<file path="src/rtl/disk_pkg.sv">
// rtl/disk_pkg.sv - shared constants and FSM state type for the disk track streamer
//
// Contents:
//   DEF_TRACK_LEN   default bytes per track (0x1A00)
//   DEF_BYTE_CYCLES default clk_en pulses per disk byte
//   ADDR_W          track buffer address width
//   disk_state_t    byte sequencer states

package disk_pkg;

    localparam int DEF_TRACK_LEN   = 6656;
    localparam int DEF_BYTE_CYCLES = 32;
    localparam int ADDR_W          = 13;

    typedef enum logic [1:0] {
        IDLE  = 2'd0,
        FETCH = 2'd1,
        LATCH = 2'd2,
        WRITE = 2'd3
    } disk_state_t;

endpackage

</file>
<file path="src/rtl/disk_track_stream_if.sv">
// rtl/disk_track_stream_if.sv - track buffer RAM bus between streamer and buffer
//
// Signals:
//   ram_addr  track buffer address (master drives)
//   ram_do    read data, valid one clk after ram_addr (slave drives)
//   ram_di    write data (master drives)
//   ram_we    one-clk write strobe (master drives)

interface disk_track_stream_if;
    import disk_pkg::*;

    logic [ADDR_W-1:0] ram_addr;
    logic [7:0]        ram_do;
    logic [7:0]        ram_di;
    logic              ram_we;

    modport master (
        output ram_addr,
        output ram_di,
        output ram_we,
        input  ram_do
    );

    modport slave (
        input  ram_addr,
        input  ram_di,
        input  ram_we,
        output ram_do
    );

endinterface

</file>
<file path="src/rtl/disk_byte_timer.sv">
// rtl/disk_byte_timer.sv - divides clk_en into one byte_tick per disk byte time
//
// Ports:
//   clk        system clock
//   reset_n    asynchronous active-low reset
//   clk_en     CPU-rate enable, one count per pulse
//   run        counting allowed (motor on and track mounted); count holds otherwise
//   byte_tick  one-clk pulse, registered, when the count wraps to 0

module disk_byte_timer #(
    parameter int BYTE_CYCLES = 32
) (
    input  logic clk,
    input  logic reset_n,
    input  logic clk_en,
    input  logic run,
    output logic byte_tick
);

    localparam int CW = (BYTE_CYCLES > 1) ? $clog2(BYTE_CYCLES) : 1;
    localparam logic [CW-1:0] LAST = CW'(BYTE_CYCLES - 1);

    logic [CW-1:0] count;

    always_ff @(posedge clk or negedge reset_n) begin
        if (!reset_n) begin
            count     <= '0;
            byte_tick <= 1'b0;
        end else begin
            byte_tick <= 1'b0;
            if (clk_en && run) begin
                if (count == LAST) begin
                    count     <= '0;
                    byte_tick <= 1'b1;
                end else begin
                    count <= count + CW'(1);
                end
            end
        end
    end

endmodule

</file>
<file path="src/rtl/disk_track_stream.sv">
// rtl/disk_track_stream.sv - streams a rotating disk track to/from a track buffer RAM
//
// Ports:
//   clk        system clock
//   reset_n    asynchronous active-low reset
//   clk_en     CPU-rate enable that advances byte timing
//   motor_on   drive motor enabled
//   track_ok   track buffer mounted and not busy
//   wr_mode    write mode selected (sampled only at byte_tick)
//   rd_strobe  one-clk CPU read of the data latch (clears it)
//   wr_load    one-clk CPU load of the write latch
//   wr_data    CPU write byte
//   data_out   read data latch
//   ram        track buffer bus (master side)

module disk_track_stream
    import disk_pkg::*;
#(
    parameter int TRACK_LEN   = DEF_TRACK_LEN,
    parameter int BYTE_CYCLES = DEF_BYTE_CYCLES
) (
    input  logic                    clk,
    input  logic                    reset_n,
    input  logic                    clk_en,
    input  logic                    motor_on,
    input  logic                    track_ok,
    input  logic                    wr_mode,
    input  logic                    rd_strobe,
    input  logic                    wr_load,
    input  logic [7:0]              wr_data,
    output logic [7:0]              data_out,
    disk_track_stream_if.master     ram
);

    localparam logic [ADDR_W-1:0] LAST_ADDR = ADDR_W'(TRACK_LEN - 1);

    disk_state_t       state;
    logic [ADDR_W-1:0] addr;
    logic [ADDR_W-1:0] next_addr;
    logic [7:0]        wr_latch;
    logic [7:0]        ram_di_q;
    logic              we_q;
    logic              run;
    logic              byte_tick;

    assign run       = motor_on & track_ok;
    assign next_addr = (addr == LAST_ADDR) ? '0 : addr + ADDR_W'(1);

    disk_byte_timer #(
        .BYTE_CYCLES (BYTE_CYCLES)
    ) u_timer (
        .clk       (clk),
        .reset_n   (reset_n),
        .clk_en    (clk_en),
        .run       (run),
        .byte_tick (byte_tick)
    );

    // The strobe is raised on entry to WRITE so it covers exactly the WRITE
    // cycle; gating with run lets a mid-WRITE loss of track or motor kill the
    // pulse in that same cycle instead of one clk late.
    assign ram.ram_we   = we_q & run;
    assign ram.ram_di   = ram_di_q;
    assign ram.ram_addr = addr;

    always_ff @(posedge clk or negedge reset_n) begin
        if (!reset_n) begin
            state    <= IDLE;
            addr     <= '0;
            data_out <= 8'h00;
            ram_di_q <= 8'h00;
            we_q     <= 1'b0;
            wr_latch <= 8'h00;
        end else begin
            we_q <= 1'b0;

            // Loaded here, but ram_di was already captured on WRITE entry,
            // so a load during WRITE lands on the following byte.
            if (wr_load) begin
                wr_latch <= wr_data;
            end

            // A LATCH in the same cycle overrides this clear below.
            if (rd_strobe) begin
                data_out <= 8'h00;
            end

            case (state)
                IDLE: begin
                    if (byte_tick && run) begin
                        if (wr_mode) begin
                            state    <= WRITE;
                            we_q     <= 1'b1;
                            ram_di_q <= wr_latch;
                        end else begin
                            state <= FETCH;
                        end
                    end
                end

                // ram_addr held for one clk so the buffer can present ram_do.
                FETCH: begin
                    state <= run ? LATCH : IDLE;
                end

                LATCH: begin
                    state <= IDLE;
                    if (run) begin
                        data_out <= ram.ram_do;
                        addr     <= next_addr;
                    end
                end

                WRITE: begin
                    state <= IDLE;
                    if (run) begin
                        addr <= next_addr;
                    end
                end

                default: begin
                    state <= IDLE;
                end
            endcase
        end
    end

endmodule

</file>
<file path="src/flat_wrapper.sv">
// flat-port wrapper written by rule: the top's interface ports become plain ports
module disk_track_stream_flat import disk_pkg::*;
#(
    parameter int TRACK_LEN   = DEF_TRACK_LEN,
    parameter int BYTE_CYCLES = DEF_BYTE_CYCLES
)
  (clk, reset_n, clk_en, motor_on, track_ok, wr_mode, rd_strobe, wr_load, wr_data, data_out, ram_ram_addr, ram_ram_di, ram_ram_we, ram_ram_do);
  disk_track_stream_if ram_i ();
  input  logic clk;
  input  logic reset_n;
  input  logic clk_en;
  input  logic motor_on;
  input  logic track_ok;
  input  logic wr_mode;
  input  logic rd_strobe;
  input  logic wr_load;
  input  logic [7:0] wr_data;
  output logic [7:0] data_out;
  output wire logic [$bits(ram_i.ram_addr)-1:0] ram_ram_addr;
  output wire logic [$bits(ram_i.ram_di)-1:0] ram_ram_di;
  output wire logic [$bits(ram_i.ram_we)-1:0] ram_ram_we;
  input wire logic [$bits(ram_i.ram_do)-1:0] ram_ram_do;
  assign ram_ram_addr = ram_i.ram_addr;
  assign ram_ram_di = ram_i.ram_di;
  assign ram_ram_we = ram_i.ram_we;
  assign ram_i.ram_do = ram_ram_do;
  disk_track_stream #(.TRACK_LEN(TRACK_LEN), .BYTE_CYCLES(BYTE_CYCLES)) u_core (.clk(clk), .reset_n(reset_n), .clk_en(clk_en), .motor_on(motor_on), .track_ok(track_ok), .wr_mode(wr_mode), .rd_strobe(rd_strobe), .wr_load(wr_load), .wr_data(wr_data), .data_out(data_out), .ram(ram_i));
endmodule
</file>
<file path="config.mk">
export PLATFORM = sky130hd
export DESIGN_NAME = disk_track_stream_flat
export DESIGN_NICKNAME = d
export VERILOG_FILES = /design/src/rtl/disk_pkg.sv /design/src/rtl/disk_track_stream_if.sv /design/src/rtl/disk_byte_timer.sv /design/src/rtl/disk_track_stream.sv /design/src/flat_wrapper.sv
export SDC_FILE = /design/constraint.sdc
export NUM_CORES = 1
export LEC_CHECK = 0
export CORE_MARGIN = 3
export CORE_UTILIZATION = 53
export CTS_BUF_LIST = sky130_fd_sc_hd__clkbuf_2
export DETAILED_ROUTE_END_ITERATION = 8
export PLACE_DENSITY = 0.87
export SYNTH_ARGS = -nofsm -noshare
export SYNTH_HDL_FRONTEND = slang
export SYNTH_SLANG_ARGS = --single-unit
</file>
<file path="constraint.sdc">
create_clock -name clk -period 5.06 [get_ports clk]
set_clock_uncertainty 0.05 [all_clocks]
set_input_delay 0.759 -clock clk [delete_from_list [all_inputs] [get_ports clk]]
set_output_delay 0.759 -clock clk [all_outputs]
set_load 0.01 [all_outputs]
</file>
==> impl_metrics.prom <==
# TYPE chip_impl_metric gauge
chip_impl_info{name="status",value="finished, final reports clean"} 1
chip_impl_metric{name="gp_congestion",unit=""} 0.850
chip_impl_metric{name="area_of_the_core",unit="um^2"} 3470
chip_impl_metric{name="synth.cell_area",unit="um^2"} 1970
chip_impl_info{name="cts_tree",value="yes"} 1
chip_impl_metric{name="number_of_gates_given_a_new_drive_strength_after_cts",unit=""} 0
chip_impl_metric{name="synth_simple_gate_area_share",unit="%"} 16.6
chip_impl_info{name="most_frequent_standard_cell_in_the_layout_excluding_fill_and_tap_cells",value="sky130_fd_sc_hd__clkdlybuf4s50_1"} 1
chip_impl_info{name="synth_top_family_by_area",value="simple AND/OR/NAND/NOR gates"} 1
chip_impl_metric{name="syn_to_final_growth",unit="%"} 32.0
chip_impl_metric{name="route.antenna.remaining_nets",unit=""} 0
chip_impl_metric{name="fraction_of_layout_cells_with_a_size_suffix_above_1",unit="%"} 13.2
chip_impl_info{name="most-common-layout-cells",value="sky130_fd_sc_hd__clkdlybuf4s50_1, sky130_fd_sc_hd__dfrtp_1, sky130_fd_sc_hd__mux2_2"} 1
chip_impl_metric{name="drt_iter0_drc",unit=""} 110
chip_impl_metric{name="timing.final.hold_violations",unit=""} 0
chip_impl_metric{name="net_count_after_synthesis",unit=""} 197
chip_impl_info{name="worstSetupEndpointType",value="output port"} 1
chip_impl_metric{name="area.sequential",unit="um^2"} 1150
chip_impl_metric{name="nFillCells",unit=""} 244
chip_impl_info{name="unrepaired_setup_endpoints_after_global_routing",value="false"} 1
chip_impl_metric{name="setup_violations",unit=""} 0
chip_impl_metric{name="grt_antenna_before_repair",unit=""} 0
chip_impl_metric{name="critical_path.max_fanout",unit=""} 5
chip_impl_metric{name="timing.critical_path.buf_inv",unit=""} 2
chip_impl_metric{name="synth_compound_gate_area_share",unit="%"} 6.66
chip_impl_metric{name="ys_ff_latch",unit=""} 46
chip_impl_metric{name="post_synth_xor_area_fraction",unit="%"} 3.55
chip_impl_metric{name="post_cts_hold_buffer_count",unit=""} 0
chip_impl_metric{name="max_freq",unit="MHz"} 355
chip_impl_metric{name="period_share",unit="%"} 55.6
chip_impl_metric{name="grt_start_max_net_pins",unit=""} 47
chip_impl_metric{name="dieArea",unit="um^2"} 4490
chip_impl_info{name="cts.root.buffer_cell",value="sky130_fd_sc_hd__clkbuf_2"} 1
chip_impl_metric{name="remaining_drc_errors",unit=""} 0
chip_impl_metric{name="worstPathArrival",unit="ps"} 2000
chip_impl_metric{name="syn_inst",unit=""} 170
chip_impl_metric{name="grt_pass1_vias",unit=""} 1445
chip_impl_metric{name="die-height",unit="um"} 67.0
chip_impl_metric{name="slew_headroom",unit="%"} 34.5
chip_impl_metric{name="final_period_minus_worst_setup_slack",unit="ps"} 2810
chip_impl_info{name="critical_path.top_delay_family",value="buffers and inverters"} 1
chip_impl_metric{name="cap_viol_max_count",unit=""} 0
chip_impl_metric{name="synthAdderAreaFrac",unit="%"} 1.90
chip_impl_metric{name="cts.reportedPaths.clkPinSlew",unit="ps"} 230
chip_impl_metric{name="non_filler_cells_in_the_finished_layout",unit=""} 273
chip_impl_info{name="crit_path_frequent_cell",value="sky130_fd_sc_hd__clkdlybuf4s50_1"} 1
chip_impl_info{name="worstSetupStartpointType",value="input pin"} 1
chip_impl_metric{name="chip_width",unit="um"} 67.0
chip_impl_metric{name="worst-r2r-setup-slack",unit="ps"} 3240
chip_impl_metric{name="largest_voltage_drop_on_the_vdd_net",unit="mV"} 0.211
chip_impl_info{name="cpMaxStageDelayCell",value="sky130_fd_sc_hd__clkdlybuf4s50_1"} 1
chip_impl_metric{name="cp_data_required_time",unit="ps"} 4250
chip_impl_info{name="crit_chain",value="clkdlybuf4s50_1 -> and3_1 -> clkdlybuf4s50_1"} 1
chip_impl_metric{name="drt-total-wl",unit="um"} 4120
chip_impl_metric{name="yosys-mux-area-fraction",unit="%"} 11.4
chip_impl_metric{name="power.static_leakage",unit="uW"} 0.00112
chip_impl_metric{name="floorplan.initialDensity",unit="%"} 56.9
chip_impl_metric{name="total_via_count_after_detailed_routing",unit=""} 1505
chip_impl_metric{name="seq_total_area_yosys",unit="%"} 58.3
chip_impl_metric{name="detail_route.vias_per_cell",unit=""} 5.51
chip_impl_metric{name="multiInputGateArea",unit="um^2"} 792
chip_impl_metric{name="port_buffers",unit=""} 53
chip_impl_metric{name="global_route.overflow_total",unit=""} 0
chip_impl_metric{name="placement_rows",unit=""} 21
chip_impl_metric{name="clk-insertion-delay-late",unit="ps"} 420
chip_impl_metric{name="nNetsFinal",unit=""} 254
chip_impl_metric{name="syn-mean-instance-area",unit="um^2"} 11.6
chip_impl_metric{name="place_hpwl",unit="um"} 3010
chip_impl_metric{name="grt_usage",unit="%"} 20.3
chip_impl_metric{name="io_pins",unit=""} 54
chip_impl_metric{name="synth.yosys.warnings",unit=""} 0
chip_impl_metric{name="detail_route.first_pass.iterations",unit=""} 4
chip_impl_metric{name="fin_setup_tns",unit="ps"} 0
chip_impl_metric{name="critPathMaxStageDelay",unit="ps"} 540
chip_impl_info{name="timing.hold.worst.class",value="in2async"} 1
chip_impl_metric{name="post_drt_wl_per_cell",unit="um"} 15.1
chip_impl_metric{name="numPlacedInstances",unit=""} 266
chip_impl_metric{name="postCtsSetupRepairBufs",unit=""} 0
chip_impl_metric{name="clock_tree.htree_level_count",unit=""} 2
chip_impl_metric{name="number_of_distinct_library_cells_after_synthesis",unit=""} 26
chip_impl_metric{name="report.final.slew_viol_count",unit=""} 0
chip_impl_metric{name="grt_pass1_wl",unit="um"} 6730
chip_impl_info{name="timing_worst_setup_path_type",value="in2out"} 1
chip_impl_metric{name="worst_slew_pin_slew",unit="ps"} 983
chip_impl_metric{name="number_of_buffers_on_the_longest_clock_path",unit=""} 2
chip_impl_metric{name="power_density",unit="nW/um^2"} 258
chip_impl_metric{name="antenna-diode-count",unit=""} 0
chip_impl_metric{name="clock_sinks",unit=""} 46
chip_impl_metric{name="numCtsBuffers",unit=""} 5
-- power by group --
group	total (uW)	switching, uW	internal, uW	leakage (uW)
logic	73.9	30.4	43.6	0.000485
clock network	191	112	79.5	0.0000365
registers	407	17.5	390	0.000599
total	672	160	513	0.00112
-- stage by stage --
stage	total power (uW)	util, %	setup WS (ps)	area, um^2	hold slack [ps]
final	672	75.1	2250	2600	405
after detailed placement	488	73.4	2240	2540	441
after floorplan	445	-	3120	1970	412
after CTS	676	75.1	2240	2600	431
after global placement	479	73.4	2260	2540	430
after global routing	706	75.1	2160	2600	439
-- metal layers --
metal | track usage (%) | part of all wire (%) | vias up
met5 | 0 | 0 | -
met4 | 8.35 | 2.1 | 0
met3 | 6.58 | 7.1 | 9
met2 | 32.1 | 50 | 57
met1 | 25.3 | 41 | 731
li1 | - | - | 708
-- cell usage after synthesis --
| master | number | area share, % |
|---|---|---|
| sky130_fd_sc_hd__o221ai_1 | 1 | 0.44 |
| sky130_fd_sc_hd__dfrtp_1 | 46 | 58 |
| sky130_fd_sc_hd__o21ai_0 | 13 | 3.3 |
| sky130_fd_sc_hd__clkbuf_1 | 3 | 0.57 |
| sky130_fd_sc_hd__xnor2_1 | 7 | 3.1 |
| sky130_fd_sc_hd__nand3_2 | 1 | 0.51 |
| sky130_fd_sc_hd__a21oi_1 | 3 | 0.76 |
| sky130_fd_sc_hd__nand2_1 | 16 | 3.0 |
| sky130_fd_sc_hd__nand2_2 | 1 | 0.32 |
| sky130_fd_sc_hd__inv_1 | 5 | 0.95 |
| sky130_fd_sc_hd__nand2b_1 | 10 | 3.2 |
| sky130_fd_sc_hd__xor2_1 | 1 | 0.44 |
| sky130_fd_sc_hd__nor3_1 | 3 | 0.76 |
| sky130_fd_sc_hd__and3_1 | 3 | 0.95 |
| sky130_fd_sc_hd__or3_1 | 3 | 0.95 |
| sky130_fd_sc_hd__nand3_1 | 6 | 1.5 |
| sky130_fd_sc_hd__nor4_1 | 3 | 0.95 |
| sky130_fd_sc_hd__a211o_1 | 1 | 0.44 |
| sky130_fd_sc_hd__o31a_1 | 1 | 0.44 |
| sky130_fd_sc_hd__ha_1 | 3 | 1.9 |
| sky130_fd_sc_hd__nand4_1 | 5 | 1.6 |
| sky130_fd_sc_hd__o31ai_1 | 1 | 0.38 |
| sky130_fd_sc_hd__a22o_1 | 2 | 0.89 |
| sky130_fd_sc_hd__nor2_1 | 11 | 2.1 |
| sky130_fd_sc_hd__mux2_2 | 20 | 11 |
| sky130_fd_sc_hd__nor4b_2 | 1 | 0.76 |
-- worst register-to-register path, delay by kind of cell, from the launching register on --
kind	cells	cell delay, ps
and+or+nand+nor	2	570
DFF	1	500
muxes	1	270
AOI/OAI and AO/OA	1	340
-- layout make-up --
class                           instances  share of cell area, %
Tap cell                               46                   2.21
Timing Repair Buffer                   53                   20.2
Clock buffer                            5                  0.961
Sequential cell                        46                   44.2
Clock inverter                          2                   1.30
Multi-Input combinational cell        116                   30.4
Inverter                                5                  0.721
-- cell families (layout without fill, tap and decap cells) --
group           Yosys count  count (layout)
fa+ha+maj                 3               3
xor+xnor                  8               8
mux                      20              20
flops                    46              46
simple gates             63              63
buf+inv                   8              65
compound gates           22              22
-- path summary, 6_finish.rpt --
path,from,end,cells after the start
min in group clk,u_core.state[0],u_core.state[0],1
worst min-delay path,reset_n,u_core.ram.ram_addr[12],1
worst max register to register,u_core.ram.ram_addr[10],u_core.ram.ram_addr[0],4
worst max-delay path,motor_on,ram_ram_we,3
max in group asynchronous,reset_n,u_core.data_out[3],1
worst min register to register,u_core.state[0],u_core.state[0],1
-- registers in the layout (all words and copies together) (netlist names) --
name / flops
u_core.u_timer.count: 5
u_core.ram.ram_di: 8
u_core.state: 2
u_core.we_q: 1
u_core.u_timer.byte_tick: 1
u_core.data_out: 8
u_core.ram.ram_addr: 13
u_core.wr_latch: 8
Power figures use the tool's default switching activity.
